<file path="config.mk">
export PLATFORM = sky130hd
export DESIGN_NAME = seq_step_counter
export DESIGN_NICKNAME = d
export VERILOG_FILES = /design/src/rtl/seq_step_counter.sv
export SDC_FILE = /design/constraint.sdc
export NUM_CORES = 1
export LEC_CHECK = 0
export CAP_MARGIN = 5
export CORE_AREA = 2 2 39 41
export CTS_BUF_LIST = sky130_fd_sc_hd__clkbuf_16
export DETAILED_ROUTE_END_ITERATION = 8
export DIE_AREA = 0 0 41 43
export SYNTH_ARGS = -nofsm -noshare
export SYNTH_HDL_FRONTEND = slang
export SYNTH_SLANG_ARGS = --single-unit
</file>
<file path="constraint.sdc">
create_clock -name clk_i -period 2.4 [get_ports clk_i]
set_clock_uncertainty 0.2 [all_clocks]
set_input_delay 0.24 -clock clk_i [delete_from_list [all_inputs] [get_ports clk_i]]
set_output_delay 0.24 -clock clk_i [all_outputs]
set_load 0.005 [all_outputs]
</file>
<file path="src/rtl/seq_step_counter.sv">
// Step-sequence counter over 0..LAST with restart, jump, pause, up/down direction and
// wrap-or-stop at the end index; done pulses for one cycle on each wrap or stop.
module seq_step_counter #(
  parameter int unsigned WIDTH    = 3,
  parameter int unsigned LAST     = 4,
  parameter int unsigned JUMP_IDX = 2
) (
  input  logic             clk_i,
  input  logic             rst_ni,
  input  logic             restart_i,
  input  logic             pause_i,
  input  logic             goto_jump_i,
  input  logic             dir_i,
  input  logic             wrap_en_i,
  output logic [WIDTH-1:0] out1_o,
  output logic [WIDTH-1:0] out2_o,
  output logic             odd_o,
  output logic             even_o,
  output logic             terminal_o,
  output logic             done_o
);

  if (LAST < 1 || LAST > (2 ** WIDTH) - 1) begin : g_bad_last
    $error("seq_step_counter: LAST out of range");
  end
  if (JUMP_IDX > LAST) begin : g_bad_jump
    $error("seq_step_counter: JUMP_IDX exceeds LAST");
  end

  localparam logic [WIDTH-1:0] LastIdx = WIDTH'(LAST);
  localparam logic [WIDTH-1:0] JumpIdx = WIDTH'(JUMP_IDX);

  typedef enum logic [1:0] {StRun, StHold, StStop} state_e;

  state_e           state_q;
  logic [WIDTH-1:0] cnt_q;
  logic             done_q;

  logic [WIDTH-1:0] start_idx;
  logic [WIDTH-1:0] end_idx;
  logic             at_end;

  // Start and end swap with direction, so a dir change retargets on the same edge.
  always_comb begin
    start_idx = dir_i ? LastIdx : '0;
    end_idx   = dir_i ? '0 : LastIdx;
    at_end    = (cnt_q == end_idx);
  end

  always_ff @(posedge clk_i or negedge rst_ni) begin
    if (!rst_ni) begin
      state_q <= StRun;
      cnt_q   <= '0;
      done_q  <= 1'b0;
    end else if (restart_i) begin
      state_q <= StRun;
      cnt_q   <= start_idx;
      done_q  <= 1'b0;
    end else if (goto_jump_i) begin
      state_q <= StRun;
      cnt_q   <= JumpIdx;
      done_q  <= 1'b0;
    end else begin
      unique case (state_q)
        StStop: begin
          done_q <= 1'b0;
        end
        StRun, StHold: begin
          if (pause_i) begin
            state_q <= StHold;
            done_q  <= 1'b0;
          end else if (!at_end) begin
            state_q <= StRun;
            cnt_q   <= dir_i ? cnt_q - WIDTH'(1) : cnt_q + WIDTH'(1);
            done_q  <= 1'b0;
          end else if (wrap_en_i) begin
            state_q <= StRun;
            cnt_q   <= start_idx;
            done_q  <= 1'b1;
          end else begin
            state_q <= StStop;
            done_q  <= 1'b1;
          end
        end
        default: begin
          state_q <= StRun;
          done_q  <= 1'b0;
        end
      endcase
    end
  end

  assign out1_o     = cnt_q;
  assign out2_o     = LastIdx - cnt_q;
  assign odd_o      = cnt_q[0];
  assign even_o     = ~cnt_q[0];
  assign terminal_o = at_end;
  assign done_o     = done_q;

endmodule
</file>
## After elaboration in Yosys (flattened, before gate mapping)

Cells that the tools add are included.

| word-level totals | value |
|---|---|
| bits in registers | 6 |
| input port bits | 7 |
| logic and storage cells | 37 |

| cells by class | value |
|---|---|
| add/sub/neg operators | 3 |
| equality and inequality tests | 6 |
| muxes and demuxes | 20 |
| bitwise logic cells | 1 |
| reduce and logical (&&, ||, !) cells | 4 |

Operator list:

| kind | count |
|---|---|
| $mux W3 | 9 |
| $mux W2 | 5 |
| $mux W1 | 5 |
| $ne A4 B4 Y1 const B | 1 |
| $pmux W2 S2 | 1 |
| $add A3 B1 Y3 const B | 1 |
| $eq A3 B3 Y1 | 1 |
| $ne A3 B2 Y1 const B | 1 |
| $ne A3 B3 Y1 const B | 1 |
| $reduce_and A3 Y1 | 1 |
| $reduce_bool A3 Y1 | 1 |
| $sub A3 B1 Y3 const B | 1 |
| $sub A3 B3 Y3 const A | 1 |
| $eq A2 B1 Y1 const B | 1 |
| $eq A2 B2 Y1 const B | 1 |
| $logic_not A2 Y1 | 1 |
| $reduce_or A2 Y1 | 1 |
| $not A1 Y1 | 1 |

## Longest topological paths before layout

Gate-level depths: netlist (run 1).

| logic depth | value |
|---|---|
| depth in word-level cells | 7 |
| depth in mapped cells | 6 |
| gate-level depth less buffers | 6 |

## Worst setup path after synthesis (run 1)

No wires, ideal clock.

| timing | value |
|---|---|
| path kind | register to register |
| start | register cnt_q[0] (netlist: out1_o[0]) |
| end | register cnt_q[2] (netlist: out1_o[2]) |
| arrival | 1.520 ns |
| setup slack | 0.593 ns |
| cell stages (with the launch flop) | 6 |
| buffers on the path | 0 |
| cell sequence | dfrtp_1 inv_1 fa_1 a2111oi_0 a21oi_1 a22oi_1 |

| on the way | value |
|---|---|
| longest elaborated chain between the ends | 7 |
| elaborated cells between the ends (all ways) | 11 |

Ends and longest elaborated chain:

| element | RTL line | source |
|---|---|---|
| start, declared | 36 | `logic [WIDTH-1:0] cnt_q;` |
| start signal, assigned | 57 | `cnt_q <= start_idx;` |
| start signal, assigned | 61 | `cnt_q <= JumpIdx;` |
| start signal, assigned | 74 | `cnt_q <= dir_i ? cnt_q - WIDTH'(1) : cnt_q + WIDTH'(1);` |
| $add A3 B1 Y3 / $sub A3 B1 Y3 (equally long branches) | 74 |  |
| $mux W3 | 74 |  |
| $mux W3 | 72 | `end else if (!at_end) begin` |
| $mux W3 | 69 | `if (pause_i) begin` |
| $mux W3 | 64 | `unique case (state_q)` |
| $mux W3 | 59 | `end else if (goto_jump_i) begin` |
| $mux W3 | 55 | `end else if (restart_i) begin` |

Several ways; a longest one is shown, not always the timed one. The select of a mux whose other input is x is not followed.
A chain may end at the register's enable or synchronous reset.

## Worst setup path after layout (run 1)

| timing | value |
|---|---|
| start | register cnt_q[0] (netlist: out1_o[0]) |
| end | output terminal_o |

| on the way | value |
|---|---|
| longest elaborated chain between the ends | 1 |

Ends and longest elaborated chain:

| element | RTL line | source |
|---|---|---|
| $eq A3 B3 Y1 | 47 | `at_end = (cnt_q == end_idx);` |
| end, declared | 19 | `output logic terminal_o,` |

No other way between the ends.

==> results.ini, run 1 <==
[floorplan]
fp.dieW_um = 41
core_area_um2 = 1380
pin_count = 17
num_rows = 14
die_h_um = 43
initial_core_util_pct = 28.7
die_area_um2 = 1760

[yosys]
yosys.area.top_type = dfrtp_1
synth_nets = 51
synth_area_um2 = 397
syn_inst = 42
synthTopCellsByArea = dfrtp_1, inv_1, fa_1
ys_types = 23
avgSynthCellArea_um2 = 9.44
synth-compound-area-share_pct = 19.2
synth_top_family_by_area = compound AO/OA/AOI/OAI gates
yosysTopAreaCellShare_pct = 37.9
synthAdderAreaFrac_pct = 8.20
yosysWarnings = 0
synthMuxAreaShare_pct = 0
synth-xor-area-share_pct = 4.42
ys_ff_latch = 6
synth-simple-area-share_pct = 18.0
yosysSeqAreaShare_pct = 37.9

[placement]
place_inst = 71
placed_cell_area_um2 = 551
post-dp-hpwl_um = 709
place_congestion = 0.742
port_buffers = 16

[setup_path]
crit_top_cell = inv_1
slowest_delay_ps = 500
crit_chain = inv_1, ha_1, nand2_2, inv_1, clkdlybuf4s50_1
cp-end-kind = output port
crit_arrival_ps = 1780
slowest_stage = clkdlybuf4s50_1
cp-start-kind = flip-flop
critPathRequiredTime_ps = 1960
path_max_fanout = 6
worstSetupPathType = flip-flop to output port

[sta]
fmax_mhz = 450
finalHoldViolations = 0
period_share_pct = 92.7
final_max_slew_viol_count = 0
tightest_slew_ps = 398
period_needed_ps = 2220
rsz0062_at_grt = false
slew_headroom_pct = 72.8
setup_violations = 0
setup_tns_ps = 0

[power]
switching_share_pct = 22.3
share_comb_of_total_power_pct = 22.6
vdd_drop_max_v = 0.000398
switching_power_mw = 0.111
seqPwrFrac_pct = 23.8
p_leak_nw = 0.267
power_frac_clock_pct = 53.6
powerDensity_nw_per_um2 = 795
p_int_mw = 0.386

[clock_tree]
cts_tree = done
cts_setup_buffers = 0
cts_buffers = 3
clock_latency_ps = 230
clkTransAtPathRegs_ps = 30
clock_tree.root_cell = clkbuf_16
cts_hold_buf = 0
clk_path_buf_depth = 2
cts_sinks = 6
cts.repair.resized = 0
cts_max_level = 1

[global_routing]
grt_overflow = 0
grt_first_pass_wirelength_mm = 1.60
track_usage_pct = 14.5
grt_pass1_vias = 337
antenna_found_initial = 0
grt_max_degree = 9

[finish]
n_antenna_cell = 0
layout-drive-gt1-share_pct = 12.1
fin_area_um2 = 626
instances_no_fill = 74
nNetsFinal = 69
area_delta_synth_final_pct = 57.7

[detailed_routing]
drt_iter0_drc = 11
wirelength_um = 906
first_pass_iters = 4
vias = 372
routedWlPerCell_um = 12.2
viasPerCell = 5.03
drc_errors = 0
antenna_left = 0

[status]
status = finished, final reports clean

[hold_path]
min_path_type = input pin to async pin

[run]
max-cap-violations = 0

==> per-stage QoR <==
step | setup slack, ps | power (mW) | hold slack, ps | util, %
3_5_place_dp | 25.0 | 0.232 | 308 | 39.8
5_1_grt | 42.0 | 0.525 | 97.7 | 45.2
3_3_place_gp | 116 | 0.230 | 298 | 39.8
4_1_cts | 160 | 0.504 | 72.5 | 45.2
2_1_floorplan | 593 | 0.177 | -256 | -
6_report | 176 | 0.497 | 62.1 | 45.2
==> final timing paths <==
path | start | to | slack, ps | cells past startpoint
worst max-delay path | out1_o[0] | terminal_o | 180 | 5
worst min-delay path | rst_ni | out1_o[2] | 60 | 1
worst max register to register | out1_o[0] | out1_o[2] | 450 | 5
worst min register to register | state_q[0] | state_q[1] | 310 | 2
max in group asynchronous | rst_ni | state_q[1] | 1710 | 1
min in group clk_i | state_q[0] | state_q[1] | 310 | 2
==> synthesized netlist by cell type <==
cell type / instances
dfrtp_1: 6
inv_1: 6
nor2_1: 5
nor3_1: 3
a22oi_1: 2
buf_4: 2
xor2_1: 2
a2111oi_0: 1
a21oi_1: 1
a221oi_2: 1
a31o_2: 1
and3_1: 1
buf_6: 1
fa_1: 1
ha_1: 1
nand2_2: 1
nand3_1: 1
nand3b_1: 1
o21ai_0: 1
o32a_1: 1
o41ai_1: 1
or2_1: 1
or2_2: 1
==> critical path: cells and delay by family (launching register included) <==
family | cells | cell delay (ps)
fa+ha+maj | 1 | 290
buf+inv | 3 | 740
flops | 1 | 410
simple gates | 1 | 130
==> routing by layer <==
layer	share of wire, %	vias up	global-route usage, %	wire length (um)
met5	0	-	0	0
met4	0.88	0	6.00	8
met3	8.6	3	9.95	78
met2	49	17	20.9	441
met1	42	174	15.8	377
li1	-	178	-	-
==> sequential cells by signal, summed over array words and instances, names as in the netlist <==
| name | flops |
|---|---|
| state_q | 2 |
| done_o | 1 |
| out1_o | 3 |
==> power by group through the flow <==
stage | sequential, mW | clock (mW) | combinational, mW
3_5_place_dp | 0.119 | 0 | 0.112
2_1_floorplan | 0.115 | 0 | 0.0614
4_1_cts | 0.118 | 0.272 | 0.113
5_1_grt | 0.120 | 0.279 | 0.126
6_report | 0.119 | 0.266 | 0.112
3_3_place_gp | 0.119 | 0 | 0.111
==> layout make-up <==
type | count | area (um2)
tap | 16 | 20.0
fill | 152 | 758
multi-input combinational | 27 | 198
sequential | 6 | 150
clock buffer | 3 | 75.1
timing repair buffer | 16 | 160
inverter | 6 | 22.5
==> layout by cell type (no fill, tap or decap), drive strengths merged <==
| cell type | count |
|---|---|
| nand3 | 1 |
| o41ai | 1 |
| ha | 1 |
| a2111oi | 1 |
| nor3 | 3 |
| dfrtp | 6 |
| inv | 6 |
| a22oi | 2 |
| or2 | 2 |
| and3 | 1 |
| a31o | 1 |
| clkbuf | 3 |
| o32a | 1 |
| a221oi | 1 |
| nand2 | 1 |
| a21oi | 1 |
| nand3b | 1 |
| o21ai | 1 |
| clkdlybuf4s50 | 16 |
| xor2 | 2 |
| fa | 1 |
| nor2 | 5 |
==> logic make-up after synthesis <==
family,Yosys count
flops,6
simple gates,14
buf+inv,9
xor+xnor,2
fa+ha+maj,2
compound gates,9
(Power assumes the default switching activity.)
==> inputs of run 2 (changes only) <==
GPL_TIMING_DRIVEN = 0   (was not set)
==> run 2 against run 1 <==
Utilization up 1.9 points. Non-clock buffer count is 3 higher. Via count shrank 1.1%.
==> results.ini, run 2 (synthesis gave the netlist of run 1 again) <==
[status]
status = finished, final reports clean

[clock_tree]
cts_buffers = 3
clock_latency_ps = 230
cts_max_level = 1
cts_hold_buf = 0
cts_tree = done
cts_setup_buffers = 0
cts.repair.resized = 0
clkTransAtPathRegs_ps = 30
cts_sinks = 6
clock_tree.root_cell = clkbuf_16
clk_path_buf_depth = 2

[setup_path]
worst-path-buf-inv = 3
slowest_delay_ps = 500
crit_arrival_ps = 1780
r2r_cells = 5
rrSetupSlack_ps = 490
crit_chain = inv_1, ha_1, nand2_2, inv_1, clkdlybuf4s50_1
critPathRequiredTime_ps = 1960
cp-start-kind = flip-flop
cp_top_family = buffers and inverters
cp-end-kind = output port
crit_cells = 5
crit_top_cell = inv_1
path_max_fanout = 6
slowest_stage = clkdlybuf4s50_1
worstSetupPathType = flip-flop to output port

[sta]
setup_tns_ps = 0
slew_headroom_pct = 75.9
final_max_slew_viol_count = 0
setup_violations = 0
tightest_slew_ps = 352
rsz0062_at_grt = false
finalHoldViolations = 0
period_share_pct = 92.4
fmax_mhz = 451
period_needed_ps = 2220

[finish]
final_common_cell = clkdlybuf4s50_1
nNetsFinal = 72
layout-drive-gt1-share_pct = 16.4
area_delta_synth_final_pct = 64.4
n_antenna_cell = 0
layout_common_cells = clkdlybuf4s50_1, inv_1, dfrtp_1, nor2_1
fin_area_um2 = 652
num-fill-cells = 153
largest_reg_flops = 3

[power]
share_comb_of_total_power_pct = 24.5
vdd_drop_max_v = 0.000564
power_frac_clock_pct = 52.8
powerDensity_nw_per_um2 = 775
p_leak_nw = 0.284
p_int_mw = 0.394
switching_power_mw = 0.111
switching_share_pct = 22.0
seqPwrFrac_pct = 22.6

[placement]
placed_cell_area_um2 = 577
post-dp-hpwl_um = 687
place_congestion = 0.746
port_buffers = 16

[floorplan]
num_rows = 14
initial_core_util_pct = 28.7
die_area_um2 = 1760
die_h_um = 43
core_area_um2 = 1380
pin_count = 17
fp.dieW_um = 41

[global_routing]
grt_pass1_vias = 352
antenna_found_initial = 0
track_usage_pct = 13.3
grt_max_degree = 8
grt_first_pass_wirelength_mm = 1.50
grt_overflow = 0

[detailed_routing]
viasPerCell = 4.78
routedWlPerCell_um = 11.6
drc_errors = 0
drt_iter0_drc = 2
first_pass_iters = 4
wirelength_um = 893
antenna_left = 0
vias = 368

[hold_path]
min_path_type = input pin to async pin

[run]
max-cap-violations = 0

[run 2: cell types whose count changed in the layout (fill, tap and decap cells not counted), sizes merged]
cell | before | now
buf | 0 | 3
[run 2: final cells by class]
class,count,area [um2],share of cell area [%]
Inverter,6,22.5,3.45
Sequential cell,6,150,23.0
Multi-Input combinational cell,27,198,30.3
Clock buffer,3,75.1,11.5
Tap cell,16,20.0,3.07
Timing Repair Buffer,16,160,24.6
Buffer,3,26.3,4.03
[run 2: per-layer routing]
metal / vias to the layer above / GRT usage [%] / share of wire (%) / routed length [um]
li1: 186 / - / - / -
met4: 0 / 4.00 / 0 / 0
met3: 0 / 7.85 / 7.7 / 69
met1: 170 / 16.2 / 45 / 398
met2: 12 / 19.1 / 48 / 426
met5: - / 0 / 0 / 0
[run 2: power groups by stage]
stage | logic, mW | registers, mW | clock network (mW)
2_1_floorplan | 0.0614 | 0.115 | 0
3_3_place_gp | 0.125 | 0.115 | 0
3_5_place_dp | 0.125 | 0.116 | 0
4_1_cts | 0.126 | 0.115 | 0.269
5_1_grt | 0.139 | 0.115 | 0.273
6_report | 0.124 | 0.114 | 0.267
[run 2: stage by stage]
step | hold WS, ps | cells | total power [mW] | util, % | setup WS [ps]
6_report | 61.1 | 77 | 0.505 | 47.1 | 183
5_1_grt | 106 | 77 | 0.527 | 47.1 | 70.8
4_1_cts | 72.5 | 77 | 0.509 | 47.1 | 164
3_5_place_dp | 307 | 74 | 0.240 | 41.7 | 96.6
3_3_place_gp | 299 | 74 | 0.240 | 41.7 | 111
2_1_floorplan | -256 | 42 | 0.177 | - | 593
[run 2: path summary, 6_finish.rpt]
| check | endpoint | startpoint |
|---|---|---|
| setup / recovery | terminal_o | out1_o[0] |
| hold / removal | out1_o[2] | rst_ni |
| setup reg to reg | out1_o[2] | out1_o[0] |
| hold reg to reg | state_q[1] | state_q[0] |
| max in group asynchronous | out1_o[1] | rst_ni |
| min in group clk_i | state_q[1] | state_q[0] |
[run 2: worst register-to-register path: stages (launching register included)]
cell and delay [ps]:
dfrtp_1 430, inv_1 110, fa_1 420, a2111oi_0 410
a21oi_1 80, a22oi_1 170
==> variant 1: new RTL, flow settings as in run 2 <==
Set the parameter `WIDTH` to 5 (it was 3).
--- a/src/rtl/seq_step_counter.sv
+++ b/src/rtl/seq_step_counter.sv
@@ -1,7 +1,7 @@
 // Step-sequence counter over 0..LAST with restart, jump, pause, up/down direction and
 // wrap-or-stop at the end index; done pulses for one cycle on each wrap or stop.
 module seq_step_counter #(
-  parameter int unsigned WIDTH    = 3,
+  parameter int unsigned WIDTH    = 5,
   parameter int unsigned LAST     = 4,
   parameter int unsigned JUMP_IDX = 2
 ) (
Ports: changed (resized out1_o and out2_o); port bits go from 17 to 21. The function was not compared with the original's and may differ.
==> variant 1 against run 2 <==
  * Critical endpoint is now out2_o[4]
  * Worst setup slack worse by 0.038 ns
  * Via count up 42%
  * Final area up 40%
  * Total power up 26%
  * Synthesized area up 50%
  * Routed wire length up 45%
  * Fmax down 1.7%
  * Utilization up 19 points
  * Sequential cell count up 2
==> variant 1: results (changes against run 2) <==
[global_route]
track_usage_pct=18.6  ; was 13.3%
grt_pass1_vias=457  ; was 352
grt_pass1_wl_um=2190  ; was 1500 um
grt_max_degree=9  ; was 8
gr-usage-met2_pct=26.9  ; was 19.1%
grt_util_met1_pct=25.6  ; was 16.2%

[finish]
fill_cells=119  ; was 153
area_growth_pct=54.4  ; was 64.4%

[status]
status=finished, final reports clean  ; unchanged

[synth]
yosysUniqueCellTypes=29  ; was 23
synth_area_leaders=dfrtp_1 (34%), ha_1 (8.4%), mux2i_1 (5.1%)  ; was dfrtp_1 (38%), inv_1 (5.7%), fa_1 (5.0%)
syn-num-nets=75  ; was 51
netlist_top_cells_count=dfrtp_1 (8), inv_1 (7), nand2_1 (5), nor2_1 (5), ha_1 (4)  ; was dfrtp_1 (6), inv_1 (6), nor2_1 (5)
synth_seq_area_share_pct=33.8  ; was 37.9%

[place]
post-place-ws_ns=0.0196  ; was 0.0966 ns
dpl-instance-area_um2=813  ; was 577 um^2
gp_congestion=0.773  ; was 0.746
portBuffers=20  ; was 16
dpl.hpwl_um=997  ; was 687 um

[timing]
max_slew_margin_pct=72.6  ; was 75.9%
period_share_pct=94.0  ; was 92.4%

[setup_path]
r2r_slack_ns=0.46  ; was 0.49 ns
r2r_end=out1_o[4]  ; was out1_o[2]

[clocking]
ctsResizeCount=1  ; was 0

[pwr]
leakagePower_nw=0.419  ; was 0.284 nW

[route]
vias_per_cell=5.11  ; was 4.78
routed_wl_um=1300  ; was 893 um
drt_iter0_drc=13  ; was 2

## variant 1: cell count changes after synthesis, moves of 2 or more
cell | run 2 | this run
a221oi_1 | 0 | 2
a22oi_1 | 2 | 0
dfrtp_1 | 6 | 8
ha_1 | 1 | 4
mux2i_1 | 0 | 3
nand2_1 | 0 | 5
nor3_1 | 3 | 1
o22ai_1 | 0 | 3
xnor2_1 | 0 | 2
## variant 1: layer usage
layer	wire length, um	vias up	part of all wire [%]
met1	603	243	47
met5	0	-	0
met2	634	11	49
met4	0	0	0
li1	-	267	-
met3	57	0	4.4
## variant 1: logic make-up after synthesis
group                    Yosys count  synth area share (%)
AO/OA/AOI/OAI                     13                  13.9
XOR/XNOR                           4                  5.91
adder cells (fa/ha/maj)            5                  11.8
buffers and inverters             10                  7.59
flip-flops                         8                  33.8
multiplexers                       3                  5.06
AND/OR/NAND/NOR                   20                  21.9
## variant 1: layout make-up
class | instances | share of cell area [%]
timing repair buffer | 20 | 22.1
clock buffer | 3 | 8.20
inverter | 8 | 3.28
sequential | 8 | 21.9
buffer | 2 | 1.64
multi-input combinational | 45 | 40.7
tap | 16 | 2.19
## variant 1: worst max-delay path: cells and delay by family, from the launching register on
family,cells,cell delay [ns]
flip-flops,1,0.42
XOR/XNOR,1,0.13
AO/OA/AOI/OAI,1,0.15
adder cells (fa/ha/maj),1,0.18
buffers and inverters,3,0.71
## variant 1: worst max path at each step
stage | start | endpoint | depth (start not counted)
after floorplan | out1_o[0] | out1_o[4] | 6
after CTS | out1_o[0] | out2_o[4] | 6
after global routing | out1_o[1] | out2_o[4] | 6
after detailed placement | dir_i | out1_o[4] | 7
final | out1_o[1] | out2_o[4] | 6
after global placement | dir_i | terminal_o | 5
## variant 1: per-stage QoR
stage	TNS, ns	hold WS (ns)	instances	power [W]
2_1_floorplan	0	-0.256	63	0.000261
3_3_place_gp	-0.0106	0.346	99	0.000353
3_5_place_dp	0	0.349	99	0.000353
4_1_cts	0	0.108	102	0.000633
5_1_grt	0	0.139	102	0.000677
6_report	0	0.0920	102	0.000637
## variant 1: where the power goes
part | switching [W] | internal (W) | leakage [nW]
logic | 0.0000811 | 0.000120 | 0.275
clock network | 0.0000612 | 0.000214 | 0.0370
registers | 0.0000151 | 0.000145 | 0.107
total | 0.000157 | 0.000479 | 0.419
==> variant 2: new RTL, flow settings as in run 2 <==
Made on the original files. Make the reset (`rst_ni`) synchronous in one clocked block.
--- a/src/rtl/seq_step_counter.sv
+++ b/src/rtl/seq_step_counter.sv
@@ -47,7 +47,7 @@
     at_end    = (cnt_q == end_idx);
   end
 
-  always_ff @(posedge clk_i or negedge rst_ni) begin
+  always_ff @(posedge clk_i) begin
     if (!rst_ni) begin
       state_q <= StRun;
       cnt_q   <= '0;
Function: differs if rst_ni is asserted again (counterexample within 4 cycles, from zero or initial values and one cycle with rst_ni low); with rst_ni held inactive, the same outputs for 10 cycles.
==> variant 2 against run 2 <==
  * Largest power group unchanged
  * Count of clock-buffer cells in the layout unchanged
  * Final area down 2.1%
  * Critical endpoint unchanged
  * Critical path type unchanged
  * Cell count up 5.2%
  * Routed wire length down 5.3%
  * Total power down 9.3%
  * Sequential cell count unchanged
  * Worst setup slack better by 0.12 ns
  * Synthesized area down 4.1%
==> variant 2: results (changes against run 2) <==
[status]
status=finished, final reports clean  ; unchanged

[finish]
largest_reg_flops=3  ; unchanged
fill_cells=143  ; was 153
drive_above_1_share_pct=12.3  ; was 16.4%
fin_nets=76  ; was 72
antenna_cells=0  ; unchanged

[place]
post-place-ws_ns=-0.0627  ; was 0.0966 ns
portBuffers=16  ; unchanged
gp_congestion=0.676  ; was 0.746
dpl.hpwl_um=651  ; was 687 um

[worst_hold_path]
hp-class=reg -> reg  ; was in -> async

[synth]
netlist_top_cells_count=inv_1 (7), dfxtp_1 (6), nor2_1 (4)  ; was dfrtp_1 (6), inv_1 (6), nor2_1 (5)
synthFlopType=dfxtp_1  ; was dfrtp_1
synth_area_leaders=dfxtp_1 (32%), inv_1 (6.9%), fa_1 (5.3%)  ; was dfrtp_1 (38%), inv_1 (5.7%), fa_1 (5.0%)
async_flop_share_pct=0  ; was 100%
yosys_warnings=0  ; unchanged
yosysUniqueCellTypes=26  ; was 23
synth_seq_area_share_pct=31.6  ; was 37.9%
syn-num-nets=55  ; was 51

[pwr]
leakagePower_nw=0.271  ; was 0.284 nW
peakVddDrop_mv=0.350  ; was 0.564 mV

[global_route]
track_usage_pct=12.0  ; was 13.3%
grt_pass1_wl_um=1360  ; was 1500 um
grt_max_degree=8  ; unchanged
antenna_found_initial=0  ; unchanged
grt_pass1_vias=353  ; was 352

[clocking]
clockBufferDepth=2  ; unchanged
cts_root_buf=clkbuf_16  ; unchanged
clock_latency_ns=0.23  ; about the same
h-tree-depth=1  ; unchanged
clkTransAtPathRegs_ns=0.03  ; about the same
cts-buffers-inserted=3  ; unchanged

[timing]
tightest_slew_ns=0.316  ; was 0.352 ns
timing.final.max_slew_violations=0  ; unchanged

[route]
drt_iter0_drc=5  ; was 2
vias_per_cell=4.79  ; was 4.78
dr.pass1.iters=4  ; unchanged
wl_per_cell_um=10.4  ; was 11.6 um

[setup_path]
crit_arrival_ns=1.66  ; was 1.78 ns
crit_fanout=5  ; was 6

variant 2: critical path, stage by stage (launching register included):
cell             delay [ns]
dfxtp_1                0.33
inv_1                  0.13
ha_1                   0.27
nand2b_1               0.14
inv_1                  0.07
clkdlybuf4s50_1        0.49
variant 2: cell families (layout without fill, tap and decap cells):
kind of cell | count (synthesis) | count (layout) | synth area share (%)
AO/OA/AOI/OAI | 11 | 11 | 21.4
adder cells (fa/ha/maj) | 2 | 2 | 8.55
flip-flops | 6 | 6 | 31.6
XOR/XNOR | 2 | 2 | 4.61
AND/OR/NAND/NOR | 16 | 16 | 23.0
buffers and inverters | 9 | 28 | 10.9
variant 2: path summary, 6_finish.rpt:
path	end	cells past startpoint	slack (ns)	startpoint
worst max-delay path	terminal_o	5	0.30	out1_o[0]
worst min-delay path	state_q[0]	1	0.26	state_q[1]
worst min register to register	state_q[0]	1	0.26	state_q[1]
worst max register to register	out1_o[2]	6	0.39	out1_o[0]
variant 2: per-layer routing:
layer / share of wire, % / up-vias / routed length (um) / GRT usage [%]
met2: 46 / 18 / 386 / 17.8
met3: 8.6 / 2 / 73 / 4.71
met4: 1.9 / 0 / 16 / 10.0
met5: 0 / - / 0 / 0
li1: - / 197 / - / -
met1: 44 / 171 / 370 / 12.3
variant 2: what timing repair did:
item / CTS / global route
buffers inserted: 0 / 0
hold buffers: 0 / 0
setup endpoints to repair: 0 / 1
resized for setup: 0 / 1
variant 2: cell type report:
cell class | count | area [um^2] | share of cell area, %
multi-input cells | 31 | 219 | 34.3
repair buffers | 16 | 163 | 25.5
flip-flops and latches | 6 | 120 | 18.8
clock buffers | 3 | 75.1 | 11.8
inverters | 7 | 26.3 | 4.12
well taps | 16 | 20.0 | 3.14
plain buffers | 2 | 15.0 | 2.35
variant 2: power breakdown:
group          leakage [nW]  switching [W]  internal [W]
logic                 0.185      0.0000333     0.0000462
registers            0.0490     0.00000402      0.000105
clock network        0.0370      0.0000560      0.000214
variant 2: stage by stage:
stage / TNS [ns] / instance area [um^2] / hold slack, ns / cells
after floorplan: 0 / 380 / 0.119 / 46
after global placement: -0.0515 / 561 / 0.244 / 78
after detailed placement: -0.0627 / 561 / 0.254 / 78
after CTS: 0 / 636 / 0.263 / 81
after global routing: 0 / 638 / 0.299 / 81
final: 0 / 638 / 0.259 / 81
